**src/rtl/multiplicador_algoritmico.sv**
```systemverilog
// Sequential signed multiplier: shift-add over operand magnitudes, then a
// two's-complement sign correction of the 2*tamanyo-bit product.
//
// state | meaning
// IDLE  | waiting for Start; registers hold
// SUMA  | conditionally add M into {carry,ACCU} when Q[0]=1
// DESPL | shift {carry,ACCU,Q} right by one, count iterations
// FIN   | register the signed product and pulse Done
module multiplicador_algoritmico #(
  parameter int tamanyo = 32
) (
  input  logic                   CLK,
  input  logic                   RST,
  input  logic                   Start,
  input  logic [tamanyo-1:0]     A,
  input  logic [tamanyo-1:0]     B,
  output logic [2*tamanyo-1:0]   Prod,
  output logic                   Busy,
  output logic                   Done
);

  localparam int CW = (tamanyo > 1) ? $clog2(tamanyo) : 1;

  typedef enum logic [1:0] {IDLE, SUMA, DESPL, FIN} estado_t;

  estado_t                estado_q;
  logic [tamanyo-1:0]     m_q;
  logic [tamanyo-1:0]     q_q;
  logic [tamanyo-1:0]     accu_q;
  logic                   carry_q;
  logic [CW-1:0]          cont_q;
  logic                   sa_q;
  logic                   sb_q;
  logic [2*tamanyo-1:0]   prod_q;
  logic                   done_q;

  logic [tamanyo-1:0]     abs_a_d;
  logic [tamanyo-1:0]     abs_b_d;
  logic [tamanyo:0]       suma_d;
  logic [2*tamanyo-1:0]   prod_pos_d;
  logic [2*tamanyo-1:0]   prod_neg_d;

  // Magnitudes: -2^(tamanyo-1) negates to itself, which read as unsigned is exact.
  assign abs_a_d    = A[tamanyo-1] ? ('0 - A) : A;
  assign abs_b_d    = B[tamanyo-1] ? ('0 - B) : B;
  assign suma_d     = {1'b0, accu_q} + {1'b0, m_q};
  assign prod_pos_d = {accu_q, q_q};
  assign prod_neg_d = '0 - prod_pos_d;

  // Controller and datapath registers, advanced once per clock.
  always_ff @(posedge CLK) begin
    if (RST) begin
      estado_q <= IDLE;
      m_q      <= '0;
      q_q      <= '0;
      accu_q   <= '0;
      carry_q  <= 1'b0;
      cont_q   <= '0;
      sa_q     <= 1'b0;
      sb_q     <= 1'b0;
      prod_q   <= '0;
      done_q   <= 1'b0;
    end else begin
      done_q <= 1'b0;
      case (estado_q)
        IDLE: begin
          if (Start) begin
            m_q      <= abs_a_d;
            q_q      <= abs_b_d;
            sa_q     <= A[tamanyo-1];
            sb_q     <= B[tamanyo-1];
            accu_q   <= '0;
            carry_q  <= 1'b0;
            cont_q   <= CW'(tamanyo - 1);
            estado_q <= SUMA;
          end
        end
        SUMA: begin
          if (q_q[0]) begin
            {carry_q, accu_q} <= suma_d;
          end
          estado_q <= DESPL;
        end
        DESPL: begin
          {carry_q, accu_q, q_q} <= {1'b0, carry_q, accu_q, q_q[tamanyo-1:1]};
          cont_q   <= cont_q - 1'b1;
          estado_q <= (cont_q == '0) ? FIN : SUMA;
        end
        FIN: begin
          prod_q   <= (sa_q ^ sb_q) ? prod_neg_d : prod_pos_d;
          done_q   <= 1'b1;
          estado_q <= IDLE;
        end
        default: estado_q <= IDLE;
      endcase
    end
  end

  assign Prod = prod_q;
  assign Done = done_q;
  assign Busy = (estado_q != IDLE);

endmodule

```
**config.mk**
```make
export PLATFORM = sky130hd
export DESIGN_NAME = multiplicador_algoritmico
export DESIGN_NICKNAME = d
export VERILOG_FILES = /design/src/rtl/multiplicador_algoritmico.sv
export SDC_FILE = /design/constraint.sdc
export NUM_CORES = 1
export LEC_CHECK = 0
export CAP_MARGIN = 20
export CORE_MARGIN = 10
export CORE_UTILIZATION = 50
export DETAILED_ROUTE_END_ITERATION = 12
export GPL_TIMING_DRIVEN = 0
export HOLD_SLACK_MARGIN = 0.02
export PLACE_DENSITY = 0.72
export RECOVER_POWER = 25
export SKIP_CTS_REPAIR_TIMING = 1
export SLEW_MARGIN = 0
export SYNTH_ARGS = -nofsm -noshare
export SYNTH_HDL_FRONTEND = slang
export SYNTH_SLANG_ARGS = --single-unit
```
**constraint.sdc**
```tcl
create_clock -name CLK -period 4.07 [get_ports CLK]
set_clock_uncertainty 0.2 [all_clocks]
set_input_delay 1.221 -clock CLK [delete_from_list [all_inputs] [get_ports CLK]]
set_output_delay 1.221 -clock CLK [all_outputs]
set_load 0.005 [all_outputs]
```
Word-level counts from Yosys, hierarchy flattened
Cells that the tools add are included.
- add/subtract/negate cells: 5
- equality and inequality tests: 5
- muxes and demuxes: 17
- bitwise gates (word level): 1
- reductions and logical operators: 8
- operators by type and width (cell ; number):
    $mux 32 ; 5
    $pmux 32 s3 ; 1
    $mux 64 ; 1
    $pmux 32 s2 ; 1
    $sub 1x32->32 const A ; 2
    $sub 1x64->64 const A ; 1
    $add 32x32->33 ; 1
    $pmux 5 s2 ; 1
    $pmux 2 s4 ; 1
    $logic_not 5->1 ; 1
    $mux 5 ; 1
    $sub 5x1->5 const B ; 1
    $eq 2x2->1 const B ; 2
    $mux 2 ; 2
    $ne 2x2->1 const B ; 2
    $reduce_and 2->1 ; 2
    $reduce_bool 2->1 ; 2
    $mux 1 ; 3
    $pmux 1 s3 ; 1
    $reduce_and 3->1 ; 1
    $reduce_bool 3->1 ; 1
    $eq 2x1->1 const B ; 1
    $logic_not 2->1 ; 1
    $xor 1x1->1 ; 1
- register bits after elaboration: 171
- bits of input ports: 67
- logic and storage cells: 46

Longest topological paths before layout
- depth in word-level cells: 4
- depth in mapped cells: 11
- depth with buffers taken out: 8

Least setup slack after synthesis
OpenSTA, ideal clock, no wires.
- path kind: in2reg
- from: in B[8]
- to: reg q_q[19]
- setup time: 132 ps
- arrival time: 3010 ps
- required time: 3738 ps
- setup slack: 728 ps
- stages on the path: 7
- path buffers: 1
- path through: or4_1 or4b_1 clkbuf_1 o41ai_2 xnor2_1 o211ai_1 a21oi_1
- longest elaborated chain between the ends: 4
- ends and longest elaborated chain (item ; line ; source):
    start, declared ; 16 ; input logic [tamanyo-1:0] B,
    $sub 1x32->32 ; 45 ; assign abs_b_d = B[tamanyo-1] ? ('0 - B) : B;
    $mux 32 ; 45 ;
    $mux 32 ; 67 ; if (Start) begin
    $pmux 32 s2 ; 65 ; case (estado_q)
    end signal, assigned ; 69 ; q_q <= abs_b_d;
    end signal, assigned ; 85 ; {carry_q, accu_q, q_q} <= {1'b0, carry_q, accu_q, q_q[tamanyo-1:1]};
    end, declared ; 28 ; logic [tamanyo-1:0] q_q;
Every way passes these cells. The select of a mux whose other input is x is not followed.
A chain may end at the register's enable or synchronous reset.

Worst setup path in the final report
- from: in RST
- to: reg m_q[23]
- RTL lines (item ; line ; source):
    start, declared ; 13 ; input logic RST,
    end signal, assigned ; 68 ; m_q <= abs_a_d;
    end, declared ; 27 ; logic [tamanyo-1:0] m_q;
No word-level cell between the ends.

==> flow_summary.yaml <==
global_route:
  use_met2_pct: 40.6
  grt_pass1_wl_mm: 62.6
  grt_busiest_layer: "met2"
  use_met1_pct: 37.3
  grt_max_degree: 17
  overflow: 0
  grt_pass1_vias: 11348
  antenna_found_initial: 0
  grt_usage_pct: 26.6
  gr-usage-met3_pct: 5.60
die:
  die_x_um: 171
  fp-row-count: 55
  io_pins: 133
  core_sq_mm: 0.0225
  die-area_sq_mm: 0.0292
  die_h_um: 171
  initial_core_util_pct: 50.6
synth:
  synth-edff-count: 0
  synth_top_area_share_pct: 30.0
  synthTopCellsByArea: "dfxtp_1, a21oi_1, nand2_1, xor2_1, xnor2_1"
  yosys_register_bits: 171
  yosys.area.top_type: "dfxtp_1"
  yosysSeqAreaShare_pct: 30.0
  synth_flop_cell: "dfxtp_1"
  ys_async_sr_fraction_pct: 0
  syn_avg_cell_area_sq_um: 7.67
  ys_warn_count: 0
  syn_nets: 1595
  synth_cells: 1486
  synth_area_sq_mm: 0.0114
  yosysUniqueCellTypes: 78
worst_setup_path:
  crit_fanout: 10
  crit_chain: "dlygate4sd3_1, clkbuf_1, clkbuf_1, clkbuf_1, a211oi_1"
  cp-start-kind: "input pin"
  cp_common_cell: "clkbuf_1"
  worstSetupPathType: "in -> reg"
  critPathSlowestCell: "clkbuf_1"
  slowest_delay_ns: 0.79
  critPathTopFamily: "buffers and inverters"
  end_kind: "flip-flop"
  path_buf_inv: 4
  worst_ep_required_time_ns: 4.15
  arrival_ns: 3.96
cts:
  cts_sinks: 171
  clock_path_buffers: 2
  root_buffer: "clkbuf_16"
  insertion_delay_ns: 0.44
  cts_tree: "yes"
  htreeDepth: 4
  cts_buffers: 17
  path_clk_slew_ns: 0.07
placed_design:
  io_buffers: 132
  hpwl_mm: 30.8
  dp_cells: 1904
  place.gp.congestion: 0.936
sta:
  hold_viol: 0
  rsz0062_at_grt: "no"
  fmax_mhz: 258
  setup_viol: 0
  worst_slew_pin_slew_ns: 1.02
  min_period_ns: 3.88
  slew_viol_final: 0
  min_period_over_period_pct: 95.3
  slew_headroom_pct: 31.2
layout:
  area_delta_synth_final_pct: 20.3
  drive_gt1_share_pct: 3.82
  fill_cells: 2138
  postLayoutCoreUtil_pct: 60.9
  multiInputGateArea_sq_mm: 0.00746
  layout.cells.non_filler: 1936
  regArea_sq_mm: 0.00342
  fin_nets: 1747
  diodes: 0
detailed_routing:
  drtPass1Iterations: 5
  drt_iter0_markers: 1188
  drt-vias-per-instance: 6.19
  num_vias: 11982
  drcViolationCount: 0
  wl_per_cell_um: 20.4
  routed_wl_mm: 39.4
  ant_nets: 0
flow_run:
  cap_violations: 0
power_and_ir_drop:
  p_leak_uw: 0.00515
  irDropWorstVdd_mv: 0.263
  p_per_area_mw_per_mm2: 395
min_path:
  min_path_type: "reg -> reg"
outcome:
  outcome: "finished clean"
[Yosys cell counts (5+ instances only)]
library cell  count
dfxtp_1         171
nand2_1         155
a21oi_1         121
nor2_1          121
clkbuf_1         93
o21ai_0          82
a211oi_1         68
xor2_1           66
xnor2_1          64
nand3_1          47
ha_1             41
nor3_1           40
a31oi_1          29
inv_1            29
or3_1            27
and3_1           25
o31ai_1          24
nand2b_1         20
nor4_1           17
o211ai_1         17
o22ai_1          17
a21o_1           15
o21ai_1          14
mux2i_1          13
nand4_1          13
and2_1           12
or4_1            11
o41ai_1          10
a311oi_1          9
a41oi_1           9
buf_1             9
a22oi_1           6
o21a_1            6
or2_2             6
a211o_1           5
a22o_1            5
nand3b_1          5
[final timing paths]
path / depth (start not counted) / endpoint / start / slack (ns)
worst max-delay path: 5 / m_q[23]$_SDFFE_PP0P_ / RST / 0.19
worst min-delay path: 2 / Prod[50]$_SDFFE_PP0P_ / Prod[50]$_SDFFE_PP0P_ / 0.24
worst max register to register: 10 / accu_q[31]$_SDFFE_PP0P_ / estado_q[1]$_SDFFE_PP0P_ / 0.75
worst min register to register: 2 / Prod[50]$_SDFFE_PP0P_ / Prod[50]$_SDFFE_PP0P_ / 0.24
[final cells by class]
cell class,count,area share [%]
inverters,29,0.794
multi-input cells,1181,54.5
flip-flops and latches,171,25.0
clock inverters,14,1.30
clock buffers,18,3.20
well taps,285,2.60
repair buffers,133,9.70
plain buffers,105,2.96
[layer usage]
layer / share of wire (%) / vias to the layer above
met5: 0 / -
met4: 1.7 / 0
met3: 11 / 64
met2: 42 / 580
met1: 45 / 5555
li1: - / 5783
[power breakdown]
group	switching (uW)	internal (uW)
Combinational	1040	602
Sequential	190	1820
Clock	767	998
[through the flow]
| step | power, uW | instance area, sq um | worst slack, ns | hold WS (ns) | setup TNS, ns |
|---|---|---|---|---|---|
| global route | 5660 | 13700 | 0.108 | 0.271 | 0 |
| detailed placement | 3640 | 13100 | -0.269 | 0.241 | -3.96 |
| finish | 5420 | 13700 | 0.190 | 0.243 | 0 |
| floorplan | 3060 | 11400 | 0.728 | 0.241 | 0 |
| global placement | 3620 | 13100 | -0.507 | 0.235 | -6.27 |
| CTS | 5380 | 13700 | 0.179 | 0.252 | 0 |
[worst min-delay path, stage by stage (launching register included)]
cell,delay [ns]
dfxtp_1,0.31
nand2_1,0.05
o21ai_1,0.05
[placed cells by master (no fill, tap or decap), types with 8 or more instances in the layout]
cell type,instances
a211oi_1,68
a21o_1,15
a21oi_1,121
a311oi_1,9
a31oi_1,29
a41oi_1,9
and2_1,12
and3_1,25
buf_1,9
clkbuf_1,92
clkbuf_16,17
clkdlybuf4s50_1,73
dfxtp_1,171
dlygate4sd3_1,59
ha_1,41
inv_1,29
inv_6,8
mux2i_1,13
nand2_1,155
nand2b_1,20
nand3_1,47
nand4_1,13
nor2_1,121
nor3_1,40
nor4_1,16
o211ai_1,17
o21ai_0,82
o21ai_1,14
o22ai_1,17
o31ai_1,24
o41ai_1,10
or3_1,27
or4_1,11
xnor2_1,64
xor2_1,66
[kinds of logic (layout without fill, tap and decap cells)]
| family | after synthesis | count (layout) | share of synthesized area (%) |
|---|---|---|---|
| AO/OA/AOI/OAI | 469 | 469 | 26.8 |
| XOR/XNOR | 130 | 130 | 9.99 |
| multiplexers | 14 | 14 | 1.24 |
| adder cells (fa/ha/maj) | 42 | 42 | 4.68 |
| buffers and inverters | 134 | 299 | 4.50 |
| flip-flops | 171 | 171 | 30.0 |
| AND/OR/NAND/NOR | 526 | 526 | 22.7 |
[flip-flops by register name, indices dropped and copies added, names as in the netlist]
name	flops
sb_q	1
accu_q	32
sa_q	1
cont_q	5
carry_q	1
Done	1
Prod	64
m_q	32
estado_q	2
q_q	32
Note: power is estimated with default switching activity, not from simulation.
